File: src/rtl/cpu_run_monitor_if.sv
// Bus between the CPU run monitor and its environment: CPU fetch taps,
// run-control outputs and the post-mortem trace read port.
interface cpu_run_monitor_if #(
   parameter int PC_W        = 32,
   parameter int INSTR_W     = 32,
   parameter int CNT_W       = 16,
   parameter int TRACE_DEPTH = 8
);
   localparam int AW = $clog2(TRACE_DEPTH);

   logic               restart;
   logic [PC_W-1:0]    pc;
   logic [INSTR_W-1:0] instr;
   logic               instr_valid;
   logic               cpu_reset;
   logic               running;
   logic               done;
   logic [2:0]         halt_cause;
   logic [CNT_W-1:0]   cycle_count;
   logic [AW:0]        trace_count;
   logic [AW-1:0]      trace_rd_idx;
   logic [PC_W-1:0]    trace_rd_pc;

   modport master (
      output restart, pc, instr, instr_valid, trace_rd_idx,
      input  cpu_reset, running, done, halt_cause, cycle_count, trace_count, trace_rd_pc
   );

   modport slave (
      input  restart, pc, instr, instr_valid, trace_rd_idx,
      output cpu_reset, running, done, halt_cause, cycle_count, trace_count, trace_rd_pc
   );
endinterface

File: src/rtl/cpu_run_monitor.sv
// Run-control monitor for a single-cycle CPU: sequences CPU reset, counts run
// cycles, detects termination and keeps a circular trace of fetched PCs.
module cpu_run_monitor #(
   parameter int                 PC_W             = 32,
   parameter int                 INSTR_W          = 32,
   parameter logic [INSTR_W-1:0] HALT_INSTR       = 'h0000000C,
   parameter int                 RESET_CYCLES     = 4,
   parameter int                 SELF_LOOP_CYCLES = 3,
   parameter int                 MAX_CYCLES       = 1000,
   parameter int                 CNT_W            = 16,
   parameter int                 TRACE_DEPTH      = 8
) (
   input  logic               clk,
   input  logic               reset,
   cpu_run_monitor_if.slave   bus
);
   localparam int AW = $clog2(TRACE_DEPTH);
   localparam int TW = AW + 1;
   localparam int HW = $clog2(RESET_CYCLES) + 1;
   localparam int LW = $clog2(SELF_LOOP_CYCLES) + 1;

   typedef enum logic [1:0] {S_HOLD, S_RUN, S_DONE} state_t;

   state_t           state, state_nxt;
   logic [HW-1:0]    hold_cnt;
   logic [LW-1:0]    loop_cnt;
   logic             have_prev;
   logic [PC_W-1:0]  prev_pc;
   logic [CNT_W-1:0] cycle_count, cyc_inc;
   logic [2:0]       halt_cause, cause_nxt;
   logic [TW-1:0]    trace_count;
   logic [AW-1:0]    wp, rd_addr;
   logic [PC_W-1:0]  trace_mem [TRACE_DEPTH];
   logic             pc_same, self_hit;
   logic             cpu_reset, running, done;

   assign cyc_inc  = cycle_count + CNT_W'(1);
   assign pc_same  = have_prev && (bus.pc == prev_pc);
   // loop_cnt holds equal compares already seen; this one makes the N-th
   assign self_hit = pc_same && (loop_cnt == LW'(SELF_LOOP_CYCLES - 1));

   always_ff @(posedge clk or posedge reset) begin
      if (reset) state <= S_HOLD;
      else       state <= state_nxt;
   end

   always_comb begin
      state_nxt = state;
      cause_nxt = 3'd0;
      cpu_reset = 1'b1;
      running   = 1'b0;
      done      = 1'b0;
      case (state)
         S_HOLD: begin
            if (hold_cnt == HW'(RESET_CYCLES - 1)) state_nxt = S_RUN;
         end
         S_RUN: begin
            cpu_reset = 1'b0;
            running   = 1'b1;
            if (!bus.instr_valid)                         cause_nxt = 3'd3;
            else if (bus.instr == HALT_INSTR)             cause_nxt = 3'd1;
            else if (self_hit)                            cause_nxt = 3'd2;
            else if (cyc_inc == CNT_W'(MAX_CYCLES))       cause_nxt = 3'd4;
            if (cause_nxt != 3'd0) state_nxt = S_DONE;
         end
         S_DONE: begin
            done = 1'b1;
            if (bus.restart) state_nxt = S_HOLD;
         end
         default: state_nxt = S_HOLD;
      endcase
   end

   always_ff @(posedge clk or posedge reset) begin
      if (reset) begin
         hold_cnt    <= '0;
         loop_cnt    <= '0;
         have_prev   <= 1'b0;
         prev_pc     <= '0;
         cycle_count <= '0;
         halt_cause  <= 3'd0;
         trace_count <= '0;
         wp          <= '0;
      end else begin
         case (state)
            S_HOLD: begin
               hold_cnt <= (state_nxt == S_RUN) ? '0 : hold_cnt + HW'(1);
            end
            S_RUN: begin
               cycle_count <= cyc_inc;
               halt_cause  <= cause_nxt;
               prev_pc     <= bus.pc;
               have_prev   <= 1'b1;
               loop_cnt    <= pc_same ? loop_cnt + LW'(1) : '0;
               wp          <= wp + AW'(1);
               if (trace_count != TW'(TRACE_DEPTH)) trace_count <= trace_count + TW'(1);
            end
            S_DONE: begin
               if (bus.restart) begin
                  cycle_count <= '0;
                  halt_cause  <= 3'd0;
                  trace_count <= '0;
                  loop_cnt    <= '0;
                  have_prev   <= 1'b0;
                  hold_cnt    <= '0;
               end
            end
            default: ;
         endcase
      end
   end

   // trace storage needs no reset: trace_count gates every read
   always_ff @(posedge clk) begin
      if (state == S_RUN) trace_mem[wp] <= bus.pc;
   end

   assign rd_addr          = wp - AW'(1) - bus.trace_rd_idx;
   assign bus.trace_rd_pc  = ({1'b0, bus.trace_rd_idx} >= trace_count) ? '0 : trace_mem[rd_addr];
   assign bus.cpu_reset    = cpu_reset;
   assign bus.running      = running;
   assign bus.done         = done;
   assign bus.halt_cause   = halt_cause;
   assign bus.cycle_count  = cycle_count;
   assign bus.trace_count  = trace_count;
endmodule

File: src/flat_wrapper.sv
// flat-port wrapper written by rule: the top's interface ports become plain ports
module cpu_run_monitor_flat 
#(
   parameter int                 PC_W             = 32,
   parameter int                 INSTR_W          = 32,
   parameter logic [INSTR_W-1:0] HALT_INSTR       = 'h0000000C,
   parameter int                 RESET_CYCLES     = 4,
   parameter int                 SELF_LOOP_CYCLES = 3,
   parameter int                 MAX_CYCLES       = 1000,
   parameter int                 CNT_W            = 16,
   parameter int                 TRACE_DEPTH      = 8
)
  (clk, reset, bus_restart, bus_pc, bus_instr, bus_instr_valid, bus_trace_rd_idx, bus_cpu_reset, bus_running, bus_done, bus_halt_cause, bus_cycle_count, bus_trace_count, bus_trace_rd_pc);
  cpu_run_monitor_if #(.PC_W(PC_W), .INSTR_W(INSTR_W), .CNT_W(CNT_W), .TRACE_DEPTH(TRACE_DEPTH)) bus_i ();
  input  logic clk;
  input  logic reset;
  input wire logic [$bits(bus_i.restart)-1:0] bus_restart;
  input wire logic [$bits(bus_i.pc)-1:0] bus_pc;
  input wire logic [$bits(bus_i.instr)-1:0] bus_instr;
  input wire logic [$bits(bus_i.instr_valid)-1:0] bus_instr_valid;
  input wire logic [$bits(bus_i.trace_rd_idx)-1:0] bus_trace_rd_idx;
  output wire logic [$bits(bus_i.cpu_reset)-1:0] bus_cpu_reset;
  output wire logic [$bits(bus_i.running)-1:0] bus_running;
  output wire logic [$bits(bus_i.done)-1:0] bus_done;
  output wire logic [$bits(bus_i.halt_cause)-1:0] bus_halt_cause;
  output wire logic [$bits(bus_i.cycle_count)-1:0] bus_cycle_count;
  output wire logic [$bits(bus_i.trace_count)-1:0] bus_trace_count;
  output wire logic [$bits(bus_i.trace_rd_pc)-1:0] bus_trace_rd_pc;
  assign bus_i.restart = bus_restart;
  assign bus_i.pc = bus_pc;
  assign bus_i.instr = bus_instr;
  assign bus_i.instr_valid = bus_instr_valid;
  assign bus_i.trace_rd_idx = bus_trace_rd_idx;
  assign bus_cpu_reset = bus_i.cpu_reset;
  assign bus_running = bus_i.running;
  assign bus_done = bus_i.done;
  assign bus_halt_cause = bus_i.halt_cause;
  assign bus_cycle_count = bus_i.cycle_count;
  assign bus_trace_count = bus_i.trace_count;
  assign bus_trace_rd_pc = bus_i.trace_rd_pc;
  cpu_run_monitor #(.PC_W(PC_W), .INSTR_W(INSTR_W), .HALT_INSTR(HALT_INSTR), .RESET_CYCLES(RESET_CYCLES), .SELF_LOOP_CYCLES(SELF_LOOP_CYCLES), .MAX_CYCLES(MAX_CYCLES), .CNT_W(CNT_W), .TRACE_DEPTH(TRACE_DEPTH)) u_core (.clk(clk), .reset(reset), .bus(bus_i));
endmodule
File: config.mk
export PLATFORM = sky130hd
export DESIGN_NAME = cpu_run_monitor_flat
export DESIGN_NICKNAME = d
export VERILOG_FILES = /design/src/rtl/cpu_run_monitor_if.sv /design/src/rtl/cpu_run_monitor.sv /design/src/flat_wrapper.sv
export SDC_FILE = /design/constraint.sdc
export NUM_CORES = 1
export LEC_CHECK = 0
export CORE_UTILIZATION = 25
export CTS_BUF_LIST = sky130_fd_sc_hd__clkbuf_16
export DETAILED_ROUTE_END_ITERATION = 12
export HOLD_SLACK_MARGIN = 0.05
export SYNTH_ARGS = -nofsm -noshare
export SYNTH_HDL_FRONTEND = slang
export SYNTH_SLANG_ARGS = --single-unit
File: constraint.sdc
create_clock -name clk -period 7.58 [get_ports clk]
set_clock_uncertainty 0.1 [all_clocks]
set_input_delay 1.895 -clock clk [delete_from_list [all_inputs] [get_ports clk]]
set_output_delay 1.895 -clock clk [all_outputs]
set_load 0.05 [all_outputs]
# Word level (Yosys, flattened, before mapping)
# Memory sizes are Yosys's and may differ from the RTL's.
# Cells that the tools add are included.
# word_totals
regBits	67
ram_bits	256
input_bits	71
out_inout_bits	58
elab_cells	65
n_memories	1
# memory_table
memory	words	width	rd	rd_ports_with_merged_regs	wr	line_no	rtl
u_core.trace_mem	8	32	1	0	1	cpu_run_monitor.sv:33	logic [PC_W-1:0] trace_mem [TRACE_DEPTH];
# classes
add_sub_neg	7
magnitude_cmp	1
n_eq_ne	11
muxes	27
n_reduce_logical	9
# op_table
cell	count
32-bit == test	1
32-bit by 4-bit == test with 1-bit output, second input constant	1
32-bit two-way mux	1
16-bit case mux with 2 select lines	1
3-bit two-way mux	8
3-bit case mux with 2 select lines	3
16-bit by 1-bit adder with 16-bit output, second input constant	1
16-bit by 10-bit == test with 1-bit output, second input constant	1
16-bit two-way mux	1
3-bit by 1-bit adder with 3-bit output, second input constant	3
4-bit two-way mux	2
4-bit case mux with 2 select lines	1
3-bit by 2-bit == test with 1-bit output, second input constant	2
2-bit two-way mux	3
2-bit case mux with 3 select lines	1
1-bit two-way mux	5
4-bit by 1-bit adder with 4-bit output, second input constant	1
2-bit by 1-bit == test with 1-bit output, second input constant	2
3-bit by 4-bit greater-or-equal comparator with 1-bit output	1
4-bit inequality test, second input constant	1
2-bit AND reduction	2
2-bit nonzero test	2
3-bit AND reduction	1
3-bit nonzero test	1
other kinds (8)	9

# Depth between registers and ports, before layout
# logic_depth
word_depth	13
ltp_mapped	9
mapped_depth_nobuf	8

# Least setup slack after synthesis
# Ideal clock, no wire load.
# synth_path
path_kind	input -> output
startpoint	in bus_trace_rd_idx[0]
endpoint	out bus_trace_rd_pc[10]
arrival_time_ps	4332
t_required_ps	5585
slack_ps	1253
path_stages	9
path_buffers	2
cell_sequence	inv_1 ha_1 inv_1 fa_1 clkbuf_1 clkbuf_1 mux4_2 nand2_1 a21oi_1
# synth_via
elab_chain_cells	3
elab_cells_between_ends	4
classes_between	add/sub (1); order compare (1); mux (1); memory (1)
# synth_rtl
item	line_no	rtl
from (decl)	flat_wrapper.sv:21	input wire logic [$bits(bus_i.trace_rd_idx)-1:0] bus_trace_rd_idx;
3-bit subtractor	cpu_run_monitor.sv:118	assign rd_addr = wp - AW'(1) - bus.trace_rd_idx;
memory read 8 x 32 bit	--	
32-bit two-way mux (*)	cpu_run_monitor.sv:119	assign bus.trace_rd_pc = ({1'b0, bus.trace_rd_idx} >= trace_count) ? '0 : trace_mem[rd_addr];
to (decl)	flat_wrapper.sv:28	output wire logic [$bits(bus_i.trace_rd_pc)-1:0] bus_trace_rd_pc;
# Mark *: on every way between the ends. The rest lies on a longest branch, timed or not.

# Worst setup path in the final report
# layout_path
startpoint	in bus_trace_rd_idx[0]
endpoint	out bus_trace_rd_pc[17]
# Same word-level chain as after synthesis.

==> results.py <==
metrics = {
    "timing": {
        "rsz0062_at_grt": "false",
        "min_period_ns": 6.817,
        "fmax_ghz": 0.1467,
        "worst_slew_pin_slew_ns": 1.106,
        "timing.final.crit_share_pct": 89.94,
        "hold_viol_final": 0,
        "setup_tns_ns": 0,
        "finalMaxSlewViolations": 0,
        "setup_violations": 0,
        "maxSlewHeadroom_pct": 25.84,
    },
    "clock_network": {
        "cts-resized-gates": 0,
        "numClockSinks": 323,
        "cts_hold_buffers": 0,
        "root_buffer": "clkbuf_16",
        "cts_setup_buffers": 0,
        "clk_path_buf_depth": 3,
        "htreeDepth": 2,
        "path_clk_slew_ns": 0.06,
        "clkLatencyLatePin_ns": 0.54,
        "cts_buffers": 38,
        "cts_tree": "built",
    },
    "synth": {
        "synthArstFlopShare_pct": 20.74,
        "synth_edf_count": 256,
        "post_synth_instance_area_sq_mm": 0.01355,
        "syn_avg_cell_area_sq_um": 14.98,
        "ys_seq_area_share_pct": 69.09,
        "synth_flop_cell": "edfxtp_1",
        "synth.distinct_cells": 53,
        "yosys-top-cells-area": "edfxtp_1 (57%), dfrtp_1 (12%), mux4_2 (11%)",
        "yosys.area.top_type": "edfxtp_1",
        "synth-seq-cells": 323,
        "yosys_warnings": 0,
        "synthesis.nets": 990,
        "syn_inst": 905,
        "yosysTopAreaCellShare_pct": 56.72,
    },
    "global_routing": {
        "grt_pass1_wl_mm": 50.62,
        "grt_usage_pct": 11.96,
        "gr-total-overflow": 0,
        "grt_pass1_vias": 8501,
        "antenna_found_initial": 3,
        "grt_max_degree": 68,
    },
    "critical_path": {
        "critPathMaxStageDelay_ns": 0.63,
        "critPathLaunchType": "input pin",
        "path_class": "in2out",
        "path_common_cell": "inv_1",
        "r2r-start": "u_core.state[1]",
        "critPathRequiredTime_ns": 5.59,
        "crit_chain": "clkdlybuf4s50_1, inv_1, ha_4, inv_1, fa_2, xnor2_1, xor2_2, buf_12, nand2_1, a21oi_1, buf_4",
        "path_delay_family": "buffers and inverters",
        "slowest_stage": "xor2_2",
        "end_kind": "output pin",
        "crit_start": "bus_trace_rd_idx[0]",
        "cp_max_fo": 12,
        "r2r-end": "u_core.trace_mem[4][3]",
        "ff2ff_setup_slack_ns": 4.02,
        "r2r_cells": 6,
        "worst-path-buf-inv": 5,
        "worstPathArrival_ns": 4.82,
    },
    "power_and_ir_drop": {
        "p_seq_share_pct": 33.1,
        "p_leak_nw": 6.010,
        "intPower_mw": 4.285,
        "p_comb_share_pct": 40.5,
        "p_sw_mw": 2.653,
        "power_mw": 6.939,
        "vdd_drop_max_uv": 255.4,
        "swShare_pct": 38.24,
        "clkPwrFrac_pct": 26.4,
        "powerDensity_mw_per_mm2": 407.4,
    },
    "hold_path": {
        "hold_path.class": "reg2reg",
        "hold_depth": 1,
        "hp-start": "u_core.loop_cnt[2]",
        "hold_path_end": "u_core.loop_cnt[2]",
    },
    "final_layout": {
        "nets": 1139,
        "diodes": 0,
        "multi_input_area_sq_mm": 0.004009,
        "syn_to_final_growth_pct": 25.67,
        "fillers": 5176,
        "seqCellArea_sq_mm": 0.009364,
        "drive_gt1_share_pct": 18.63,
    },
    "drt": {
        "wl_per_cell_microns": 18.30,
        "postRouteWirelength_mm": 32.42,
        "via_count": 8025,
        "viasPerCell": 4.529,
        "drc": 0,
        "drtAntennaViolNets": 0,
        "drtIter0Drc": 707,
        "firstDrtPassIters": 5,
    },
    "run_status": {
        "status": "completed",
    },
    "floorplanning": {
        "die_y_microns": 234.8,
        "initial_core_util_pct": 25.54,
        "die_area_sq_mm": 0.05515,
        "rows": 84,
        "io_pins": 129,
        "fp.dieW_microns": 234.8,
        "coreArea_sq_mm": 0.05308,
    },
    "placed_design": {
        "dp_hpwl_mm": 20.87,
        "io_buffers": 128,
        "place_congestion": 0.7863,
    },
    "flow_run": {
        "cap_violations": 0,
    },
}
[kinds of logic (layout without fill, tap and decap cells)]
kind of cell    Yosys count  in the layout  share of synthesized area (%)
flops                   323            323                          69.09
fa+ha+maj                14             14                          1.348
xor+xnor                 37             37                          2.446
mux                      67             67                          10.86
buf+inv                  67            246                          1.994
compound gates          103            103                          4.320
simple gates            294            294                          9.951
[state kept, by name, indices dropped and copies added, names as in the netlist]
register and flops:
u_core.loop_cnt 3, u_core.bus.trace_count 4, u_core.trace_mem 256, u_core.hold_cnt 3, u_core.state 2, u_core.bus.halt_cause 3, u_core.have_prev 1, u_core.bus.cycle_count 16
u_core.wp 3, u_core.prev_pc 32
[area by class of cell]
type,instances,share of cell area [%]
timing repair buffer,154,8.565
tap,688,5.054
sequential,323,54.97
multi-input combinational,515,23.53
clock buffer,39,5.729
clock inverter,31,1.660
inverter,22,0.4848
[layout by cell type, fill, tap and decap left out, types with 9 or more instances in the layout]
master,netlist,routed
inv_1,22,26
o21ai_0,37,37
nor2_1,22,18
dfrtp_1,67,67
nor4_1,15,14
edfxtp_1,256,256
mux4_2,64,64
a21oi_1,40,40
ha_1,13,12
nand4_1,9,9
buf_4,1,53
nand2_1,186,186
clkdlybuf4s50_1,0,96
nand3_1,16,16
xnor2_1,11,10
clkbuf_16,0,39
xor2_1,25,24
[through the flow]
stage          hold slack, ns  area, sq um  std cells  setup slack (ns)  utilization, %
2_1_floorplan          0.3437        13550        905             1.253               -
3_5_place_dp           0.3600        15780       1702            0.6684           29.72
4_1_cts                0.3685        17030       1772            0.6695           32.09
3_3_place_gp           0.3552        15780       1702            0.6740           29.72
5_1_grt                0.3884        17030       1772            0.6080           32.09
6_report               0.3658        17030       1772            0.7628           32.09
[metal layers]
layer  global-route usage (%)  up-vias  share of wire, %
li1                         -     3711                 -
met1                    15.24     4042                43
met2                    19.74      215                48
met3                    3.125       51               6.2
met4                    3.868        6               2.6
met5                        0        -              0.12
[power by group through the flow]
stage | clock [mW] | combinational [mW] | sequential, mW
5_1_grt | 1.94 | 3.05 | 2.32
3_3_place_gp | 0 | 2.86 | 2.32
6_report | 1.83 | 2.81 | 2.30
4_1_cts | 1.88 | 2.88 | 2.30
2_1_floorplan | 0 | 1.87 | 2.36
3_5_place_dp | 0 | 2.87 | 2.33
[worst max-delay path by stage]
stage,slack [ns],cells after the start,to
6_report,0.76,11,bus_trace_rd_pc[17]
5_1_grt,0.61,11,bus_trace_rd_pc[21]
4_1_cts,0.67,11,bus_trace_rd_pc[21]
3_5_place_dp,0.67,11,bus_trace_rd_pc[21]
3_3_place_gp,0.67,11,bus_trace_rd_pc[21]
2_1_floorplan,1.25,9,bus_trace_rd_pc[10]
[synth_stat cells, types with 2 or more instances]
cell and n:
a211oi_1 2, a21oi_1 40, a31oi_1 5, and2_1 4, and4_1 2, buf_2 12
clkbuf_1 31, dfrtp_1 67, edfxtp_1 256, ha_1 13, inv_1 22, mux2i_1 3
mux4_2 64, nand2_1 186, nand2b_1 8, nand3_1 16, nand4_1 9, nand4b_1 5
nor2_1 22, nor2b_1 5, nor3_1 7, nor4_1 15, o2111ai_1 3, o21ai_0 37
o22ai_1 3, o31ai_1 4, or3_1 4, xnor2_1 11, xor2_1 25
(Power assumes the default switching activity.)
